===== src/rtl/ps2_rx_fifo.sv =====
// PS/2 device-to-host receiver: synchronised and glitch-filtered clock, 11-bit frame decode, FIFO of scan codes, sticky error flags.
// Latency: ready, level and scan_code update one clk edge after the cycle in which the stop bit is sampled.
// Backpressure: none toward the device; a good frame arriving while full is dropped and flagged (optional frame timeout: PS2_RX_TIMEOUT_EN).
module ps2_rx_fifo #(
    parameter int DEPTH_LOG2     = 3,
    parameter int SYNC_STAGES    = 2,
    parameter int FILTER_LEN     = 4,
    parameter int TIMEOUT_CYCLES = 50000
) (
    input  logic                  clk,
    input  logic                  rst_n,
    input  logic                  i_ps2_clk,
    input  logic                  i_ps2_data,
    input  logic                  i_rd_en,
    input  logic                  i_clr_err,
    output logic [7:0]            o_scan_code,
    output logic                  o_ready,
    output logic [DEPTH_LOG2:0]   o_level,
    output logic                  o_overflow,
    output logic                  o_parity_err,
    output logic                  o_frame_err
);

    localparam int DEPTH = 1 << DEPTH_LOG2;

    logic [SYNC_STAGES-1:0] r_clk_sync;
    logic [SYNC_STAGES-1:0] r_dat_sync;
    logic                   w_clk_s;
    logic                   w_dat_s;

    logic [3:0]             r_flt_cnt;
    logic                   r_clk_flt;
    logic                   r_clk_flt_prev;
    logic                   w_fall;

    logic [3:0]             r_bit_cnt;
    logic [9:0]             r_frame;
    logic                   w_frame_end;
    logic                   w_bad_frame;
    logic                   w_bad_par;
    logic                   w_good;
    logic                   w_timeout;

    logic [7:0]             r_mem [DEPTH];
    logic [DEPTH_LOG2-1:0]  r_wr_ptr;
    logic [DEPTH_LOG2-1:0]  r_rd_ptr;
    logic [DEPTH_LOG2:0]    r_level;
    logic                   w_full;
    logic                   w_pop;
    logic                   w_push;
    logic                   w_drop;

    logic                   r_overflow;
    logic                   r_parity_err;
    logic                   r_frame_err;

    // Synchronisers idle high so reset never produces a spurious falling edge.
    always_ff @(posedge clk) begin
        if (!rst_n) begin
            r_clk_sync <= '1;
            r_dat_sync <= '1;
        end else begin
            r_clk_sync <= {r_clk_sync[SYNC_STAGES-2:0], i_ps2_clk};
            r_dat_sync <= {r_dat_sync[SYNC_STAGES-2:0], i_ps2_data};
        end
    end

    assign w_clk_s = r_clk_sync[SYNC_STAGES-1];
    assign w_dat_s = r_dat_sync[SYNC_STAGES-1];

    // Filtered clock follows the synced pin only after FILTER_LEN consecutive differing cycles.
    always_ff @(posedge clk) begin
        if (!rst_n) begin
            r_flt_cnt      <= '0;
            r_clk_flt      <= 1'b1;
            r_clk_flt_prev <= 1'b1;
        end else begin
            r_clk_flt_prev <= r_clk_flt;
            if (w_clk_s == r_clk_flt) begin
                r_flt_cnt <= '0;
            end else if (r_flt_cnt == 4'(FILTER_LEN - 1)) begin
                r_flt_cnt <= '0;
                r_clk_flt <= w_clk_s;
            end else begin
                r_flt_cnt <= r_flt_cnt + 4'd1;
            end
        end
    end

    assign w_fall = r_clk_flt_prev & ~r_clk_flt;

    // r_frame holds bits 0..9 once the stop bit arrives: [0]=start, [8:1]=data, [9]=parity.
    assign w_frame_end = w_fall && (r_bit_cnt == 4'd10);
    assign w_bad_frame = r_frame[0] | ~w_dat_s;
    assign w_bad_par   = ~(^r_frame[9:1]);
    assign w_good      = w_frame_end && !w_bad_frame && !w_bad_par;

    assign w_full = (r_level == (DEPTH_LOG2 + 1)'(DEPTH));
    assign w_pop  = i_rd_en && (r_level != '0);
    assign w_push = w_good && (!w_full || w_pop);
    assign w_drop = w_good && w_full && !w_pop;

`ifdef PS2_RX_TIMEOUT_EN
    localparam int TO_W = $clog2(TIMEOUT_CYCLES + 1);

    logic [TO_W-1:0] r_idle;

    assign w_timeout = (r_bit_cnt != 4'd0) && !w_fall &&
                       (r_idle == TO_W'(TIMEOUT_CYCLES - 1));

    always_ff @(posedge clk) begin
        if (!rst_n) begin
            r_idle <= '0;
        end else if (w_fall || (r_bit_cnt == 4'd0) || w_timeout) begin
            r_idle <= '0;
        end else begin
            r_idle <= r_idle + TO_W'(1);
        end
    end
`else
    assign w_timeout = 1'b0;
`endif

    always_ff @(posedge clk) begin
        if (!rst_n) begin
            r_bit_cnt <= '0;
            r_frame   <= '0;
        end else if (w_timeout) begin
            r_bit_cnt <= '0;
        end else if (w_fall) begin
            r_frame   <= {w_dat_s, r_frame[9:1]};
            r_bit_cnt <= (r_bit_cnt == 4'd10) ? 4'd0 : r_bit_cnt + 4'd1;
        end
    end

    // A new error event in the same cycle as clr_err wins.
    always_ff @(posedge clk) begin
        if (!rst_n) begin
            r_overflow   <= 1'b0;
            r_parity_err <= 1'b0;
            r_frame_err  <= 1'b0;
        end else begin
            r_overflow   <= (r_overflow & ~i_clr_err) | w_drop;
            r_parity_err <= (r_parity_err & ~i_clr_err) |
                            (w_frame_end & ~w_bad_frame & w_bad_par);
            r_frame_err  <= (r_frame_err & ~i_clr_err) |
                            (w_frame_end & w_bad_frame) | w_timeout;
        end
    end

    always_ff @(posedge clk) begin
        if (w_push) begin
            r_mem[r_wr_ptr] <= r_frame[8:1];
        end
    end

    always_ff @(posedge clk) begin
        if (!rst_n) begin
            r_wr_ptr <= '0;
            r_rd_ptr <= '0;
            r_level  <= '0;
        end else begin
            if (w_push) begin
                r_wr_ptr <= r_wr_ptr + DEPTH_LOG2'(1);
            end
            if (w_pop) begin
                r_rd_ptr <= r_rd_ptr + DEPTH_LOG2'(1);
            end
            case ({w_push, w_pop})
                2'b10:   r_level <= r_level + (DEPTH_LOG2 + 1)'(1);
                2'b01:   r_level <= r_level - (DEPTH_LOG2 + 1)'(1);
                default: r_level <= r_level;
            endcase
        end
    end

    assign o_scan_code  = r_mem[r_rd_ptr];
    assign o_ready      = (r_level != '0);
    assign o_level      = r_level;
    assign o_overflow   = r_overflow;
    assign o_parity_err = r_parity_err;
    assign o_frame_err  = r_frame_err;

endmodule


===== config.mk =====
export PLATFORM = sky130hd
export DESIGN_NAME = ps2_rx_fifo
export DESIGN_NICKNAME = d
export VERILOG_FILES = /design/src/rtl/ps2_rx_fifo.sv
export SDC_FILE = /design/constraint.sdc
export NUM_CORES = 1
export LEC_CHECK = 0
export BUFFER_PORTS_ARGS = -buffer_cell sky130_fd_sc_hd__buf_2
export CELL_PAD_IN_SITES_DETAIL_PLACEMENT = 0
export CELL_PAD_IN_SITES_GLOBAL_PLACEMENT = 1
export CORE_MARGIN = 10
export CORE_UTILIZATION = 28
export DETAILED_ROUTE_END_ITERATION = 10
export PLACE_DENSITY_LB_ADDON = 0.12
export SLEW_MARGIN = 20
export SYNTH_ARGS = -nofsm -noshare
export SYNTH_HDL_FRONTEND = slang
export SYNTH_SLANG_ARGS = --single-unit

===== constraint.sdc =====
create_clock -name clk -period 7.86 [get_ports clk]
set_input_delay 0 -clock clk [delete_from_list [all_inputs] [get_ports clk]]
set_output_delay 0 -clock clk [all_outputs]
set_load 0.03 [all_outputs]

After elaboration in Yosys (flattened, before gate mapping)
Memories as Yosys holds them, arrays and structs flattened. A register that Yosys moved wholly into a read port is not among the register bits.
Index checks and enable logic that the tools add are counted.
{"block": "word_totals", "ff_bits": 37, "latchBits": 0, "mem_bits_rw": 64, "mem_bits_ro": 0, "input_bits": 6, "output_inout_bits": 16, "word_cells": 66, "memories": 1}
{"block": "op_classes", "n_addsub": 6, "mul": 0, "div_mod_pow": 0, "magnitude_cmp": 0, "eq_ne": 6, "n_shift": 0, "n_mux": 6, "bitwise": 18, "n_reduce_logical": 16}
{"memory": "r_mem", "depth": 8, "word_bits": 8, "read_ports": 1, "rd_clocked_by_memory_dff": 1, "wr": 1, "line_no": "44", "source": "logic [7:0] r_mem [DEPTH];"}
{"op": "4-bit by 1-bit adder with 4-bit output, second input constant", "n": 3}
{"op": "9-bit XOR reduction", "n": 1}
{"op": "4-bit equality test, second input constant", "n": 2}
{"op": "4-bit case mux with 2 select lines", "n": 1}
{"op": "1-bit AND", "n": 7}
{"op": "1-bit logical AND", "n": 7}
{"op": "1-bit inverter", "n": 7}
{"op": "3-bit by 1-bit adder with 3-bit output, second input constant", "n": 2}
{"op": "3-bit two-way mux", "n": 2}
{"op": "4-bit by 2-bit equality test with 1-bit output, second input constant", "n": 1}
{"op": "4-bit two-way mux", "n": 1}
{"op": "1-bit bitwise OR", "n": 4}
{"op": "4-bit nonzero test", "n": 1}
{"op": "4-bit by 1-bit subtractor with 4-bit output, second input constant", "n": 1}
{"op": "1-bit zero test", "n": 3}
{"op": "3-bit OR reduction", "n": 1}
{"op": "2-bit by 1-bit equality test with 1-bit output, second input constant", "n": 1}
{"op": "2-bit equality test, second input constant", "n": 1}
{"op": "1-bit two-way mux", "n": 2}
{"op": "2-bit AND reduction", "n": 1}
{"op": "2-bit nonzero test", "n": 1}
{"op": "1-bit equality test", "n": 1}
{"op": "1-bit logical OR", "n": 1}

Depth between registers and ports, before layout
{"block": "logic_depth", "depth_word": 8, "mapped_depth": 12, "depth_no_buf": 11}

Least setup slack after synthesis
No wires, ideal clock.
{"block": "synth_timing", "kind": "register to register", "startpoint": "register r_frame[4]", "endpoint": "memory r_mem[0][0], enable pin", "setup_ps": 395, "arrival_time_ps": 2256, "required_ps": 7465, "path_slack_ps": 5209, "stages_incl_launch_ff": 6, "n_path_buf": 0, "period_less_slack_ps": 2651, "path_cell_list": "dfxtp_1 xor2_1 xnor3_2 xor2_1 nand2_1 nor4_1"}
{"block": "synth_via", "elab_chain_cells": 5}
{"element": "from (decl)", "line_no": "37", "source": "logic [9:0] r_frame;"}
{"element": "from (signal assigned)", "line_no": "131", "source": "r_frame <= {w_dat_s, r_frame[9:1]};"}
{"element": "9-bit XOR reduction", "line_no": "95", "source": "assign w_bad_par = ~(^r_frame[9:1]);"}
{"element": "1-bit logical AND", "line_no": "96", "source": "assign w_good = w_frame_end && !w_bad_frame && !w_bad_par;"}
{"element": "1-bit logical AND", "line_no": "100", "source": "assign w_push = w_good && (!w_full || w_pop);"}
{"element": "1-bit two-way mux", "line_no": "152", "source": "if (w_push) begin"}
{"element": "1-bit two-way mux (not written as such)", "line_no": "153", "source": "r_mem[r_wr_ptr] <= r_frame[8:1];"}
{"element": "to (decl)", "line_no": "44"}
Every way passes these cells.

Final worst setup path
{"block": "layout_timing", "startpoint": "register r_frame[3]", "endpoint": "memory r_mem[5][2], enable pin"}
Same word-level chain as after synthesis.

==> flow_metrics.tcl <==
set metrics [dict create \
    drt_iter0_markers 114 \
    drc_errors 0 \
    hold_violations 0 \
    drive_gt1_share_pct 21.2 \
    grt_pass1_vias 2516 \
    synthAdderAreaFrac_pct 1.18 \
    syn_nets 320 \
    comb_power_share_pct 8.1 \
    swShare_pct 23.1 \
    drt-total-wl_microns 8790 \
    wl_met1_microns 3980 \
    antenna_found_initial 0 \
    ys_seq_area_share_pct 64.0 \
    cts_made_buffers 9 \
    status "completed" \
    final_util_pct 33.2 \
    fin_nets 344 \
    hp-class "input pin to flop" \
    power.density_nw_per_um2 231 \
    viasPerCell 4.67 \
    syn_area_sq_um 4250 \
    clock_path_buffers 2 \
    core_sq_um 14700 \
    synthFlopType "edfxtp_1" \
    postRouteAntennaNets 0 \
    diodes 0 \
    synthSimpleGateAreaFrac_pct 13.6 \
    post-route-period-util_pct 35.9 \
    skew_ps 5.08 \
    die_w_microns 143 \
    max_stage_delay_ps 730 \
    cp_cell_sequence "xor2_1 > xnor3_2 > xor2_1 > nand3_1 > nor2_1" \
    critical_path_class "flop to flop" \
    syn-mean-instance-area_sq_um 13.7 \
    cts-hold-fix-buffers 2 \
    final_common_cell "edfxtp_1" \
    floorplan.initialDensity_pct 28.9 \
    syn2layout_area_growth_pct 14.9 \
    period_needed_ps 2820 \
    final-max-slew-violation-count 0 \
    tightestPinTransition_ps 884 \
    fin_setup_tns_ps 0 \
    syn_inst 310 \
    p_seq_share_pct 51.8 \
    crit_required_ps 7840 \
    cp_max_fo 11 \
    h-tree-depth 3 \
    synth_top_family_by_area "simple AND/OR/NAND/NOR gates" \
    io_buffers 21 \
    synth_compound_area_share_pct 3.91 \
    yosys_warnings 0 \
    power_leakage_nw 1.65 \
    boundaryPins 22 \
    max_freq_ghz 0.355 \
    post_cts_buffers 0 \
    placedInstanceArea_sq_um 4560 \
    synthXorXnorAreaFrac_pct 3.35 \
    relSlewSlack_pct 40.9 \
    cts_root_buf "clkbuf_16" \
    critPathCaptureType "flop" \
    wl_met3_microns 356 \
    fillers 1450 \
    dr_wl_met2_microns 4300 \
    clkSinkCount 104 \
    critPathSlowestCell "nor2_1" \
    via_count 2440 \
    drv_cap 0 \
    dieArea_sq_um 20500 \
    rsz0062_at_grt "false" \
    wl_per_cell_microns 16.8 \
    cts_tree "done" \
    fin_cells 523 \
    finalSetupViolCount 0 \
    routed.top_layer "met4" \
    ys_seq_elements 104 \
    stdcell_area_sq_um 4890 \
    vdd_drop_max_uv 107 \
    dp_cells 505 \
    arrival_ps 2800 \
    grt_overflow 0 \
    dr.pass1.iters 6 \
    grt_usage_pct 9.21 \
    die_y_microns 143 \
    mostFrequentLayoutCells "64 x edfxtp_1, 40 x dfxtp_1, 35 x nand2_1" \
    gp_congestion 0.724 \
    p_sw_w 0.000260 \
    crit_path_start_kind "flop" \
    p_int_w 0.000866 \
    rows 44 \
    grt_pass1_wl_microns 14300 \
    dp_hpwl_microns 5700 \
    synthDistinctLibCells 41 \
    synth_enable_flop_cells 64 \
    clockPowerShare_pct 40.1 \
    muxShareOfSynthArea_pct 12.1 \
    grt_start_max_net_pins 24 \
    clkTransAtPathRegs_ps 70 \
    synthArstFlopShare_pct 0 \
    clk_latency_ps 350 \
    timing.critical_path.mode_cell "xor2_1" \
    cts.repair.resized 0 \
]
[state kept, by name (all words and copies together), names as in the netlist, named ones only]
signal and flops:
o_parity_err 1, r_flt_cnt 4, o_frame_err 1, r_clk_flt 1
r_clk_sync 2, r_rd_ptr 3, r_mem 64, o_overflow 1
r_dat_sync 2, r_clk_flt_prev 1, r_frame 10, r_wr_ptr 3
o_level 4, r_bit_cnt 4
[Yosys cell counts (6+ instances only)]
cell | instances | share of area (%)
nand2_1 | 35 | 3.1
xor2_1 | 7 | 1.4
nor3_1 | 6 | 0.71
nor2b_1 | 7 | 1.0
nand3_1 | 9 | 1.1
clkbuf_1 | 7 | 0.62
mux4_2 | 16 | 8.5
edfxtp_1 | 64 | 45
nand2b_1 | 12 | 1.8
dfxtp_1 | 40 | 19
a21oi_1 | 16 | 1.9
nor2_1 | 22 | 1.9
o21ai_0 | 6 | 0.71
mux2_2 | 8 | 2.1
[metal layers]
metal	vias to the layer above	track usage, %
met1	1200	11.2
met4	0	3.65
li1	1194	-
met3	15	2.95
met2	31	14.8
met5	-	0
[path summary, 6_finish.rpt]
path,startpoint,to,slack (ps),depth (start not counted)
worst max-delay path,r_frame[3],r_mem[5][2],5040,5
worst min-delay path,rst_n,r_clk_flt,20,2
worst max register to register,r_frame[3],r_mem[5][2],5040,5
worst min register to register,r_dat_sync[0],r_dat_sync[1],410,1
[power groups by stage]
stage / clock, W / combinational, W / sequential (W)
floorplan: 0 / 0.0000683 / 0.000598
global placement: 0 / 0.0000935 / 0.000596
detailed placement: 0 / 0.0000929 / 0.000596
CTS: 0.000466 / 0.0000940 / 0.000584
global route: 0.000491 / 0.000101 / 0.000585
finish: 0.000452 / 0.0000907 / 0.000584
[through the flow]
stage | hold slack (ps) | worst slack (ps) | power, W
2_1_floorplan | 101 | 5210 | 0.000666
3_3_place_gp | 182 | 4850 | 0.000690
3_5_place_dp | 185 | 4760 | 0.000689
4_1_cts | 13.4 | 4770 | 0.00114
5_1_grt | 35.4 | 4740 | 0.00118
6_report | 17.4 | 5040 | 0.00113
[worst max-delay path, delay by kind of cell (launching register included)]
family / cells / cell delay [ps]
DFF: 1 / 570
xor gates and xnor gates: 3 / 950
and+or+nand+nor: 2 / 930
[final cells by class]
| class | instances | area, sq um | share of cell area (%) |
|---|---|---|---|
| multi-input combinational | 188 | 1460 | 30.0 |
| clock buffer | 11 | 233 | 4.76 |
| clock inverter | 5 | 66.3 | 1.36 |
| timing repair buffer | 27 | 155 | 3.18 |
| tap | 184 | 230 | 4.71 |
| sequential | 104 | 2720 | 55.7 |
| inverter | 4 | 15.0 | 0.307 |
[kinds of logic after synthesis]
family / after synthesis
xor gates and xnor gates: 13
AOI/OAI and AO/OA: 28
and+or+nand+nor: 113
DFF: 104
buffers and inverters: 18
muxes: 30
adders and majority gates: 4
(Power assumes the default switching activity.)
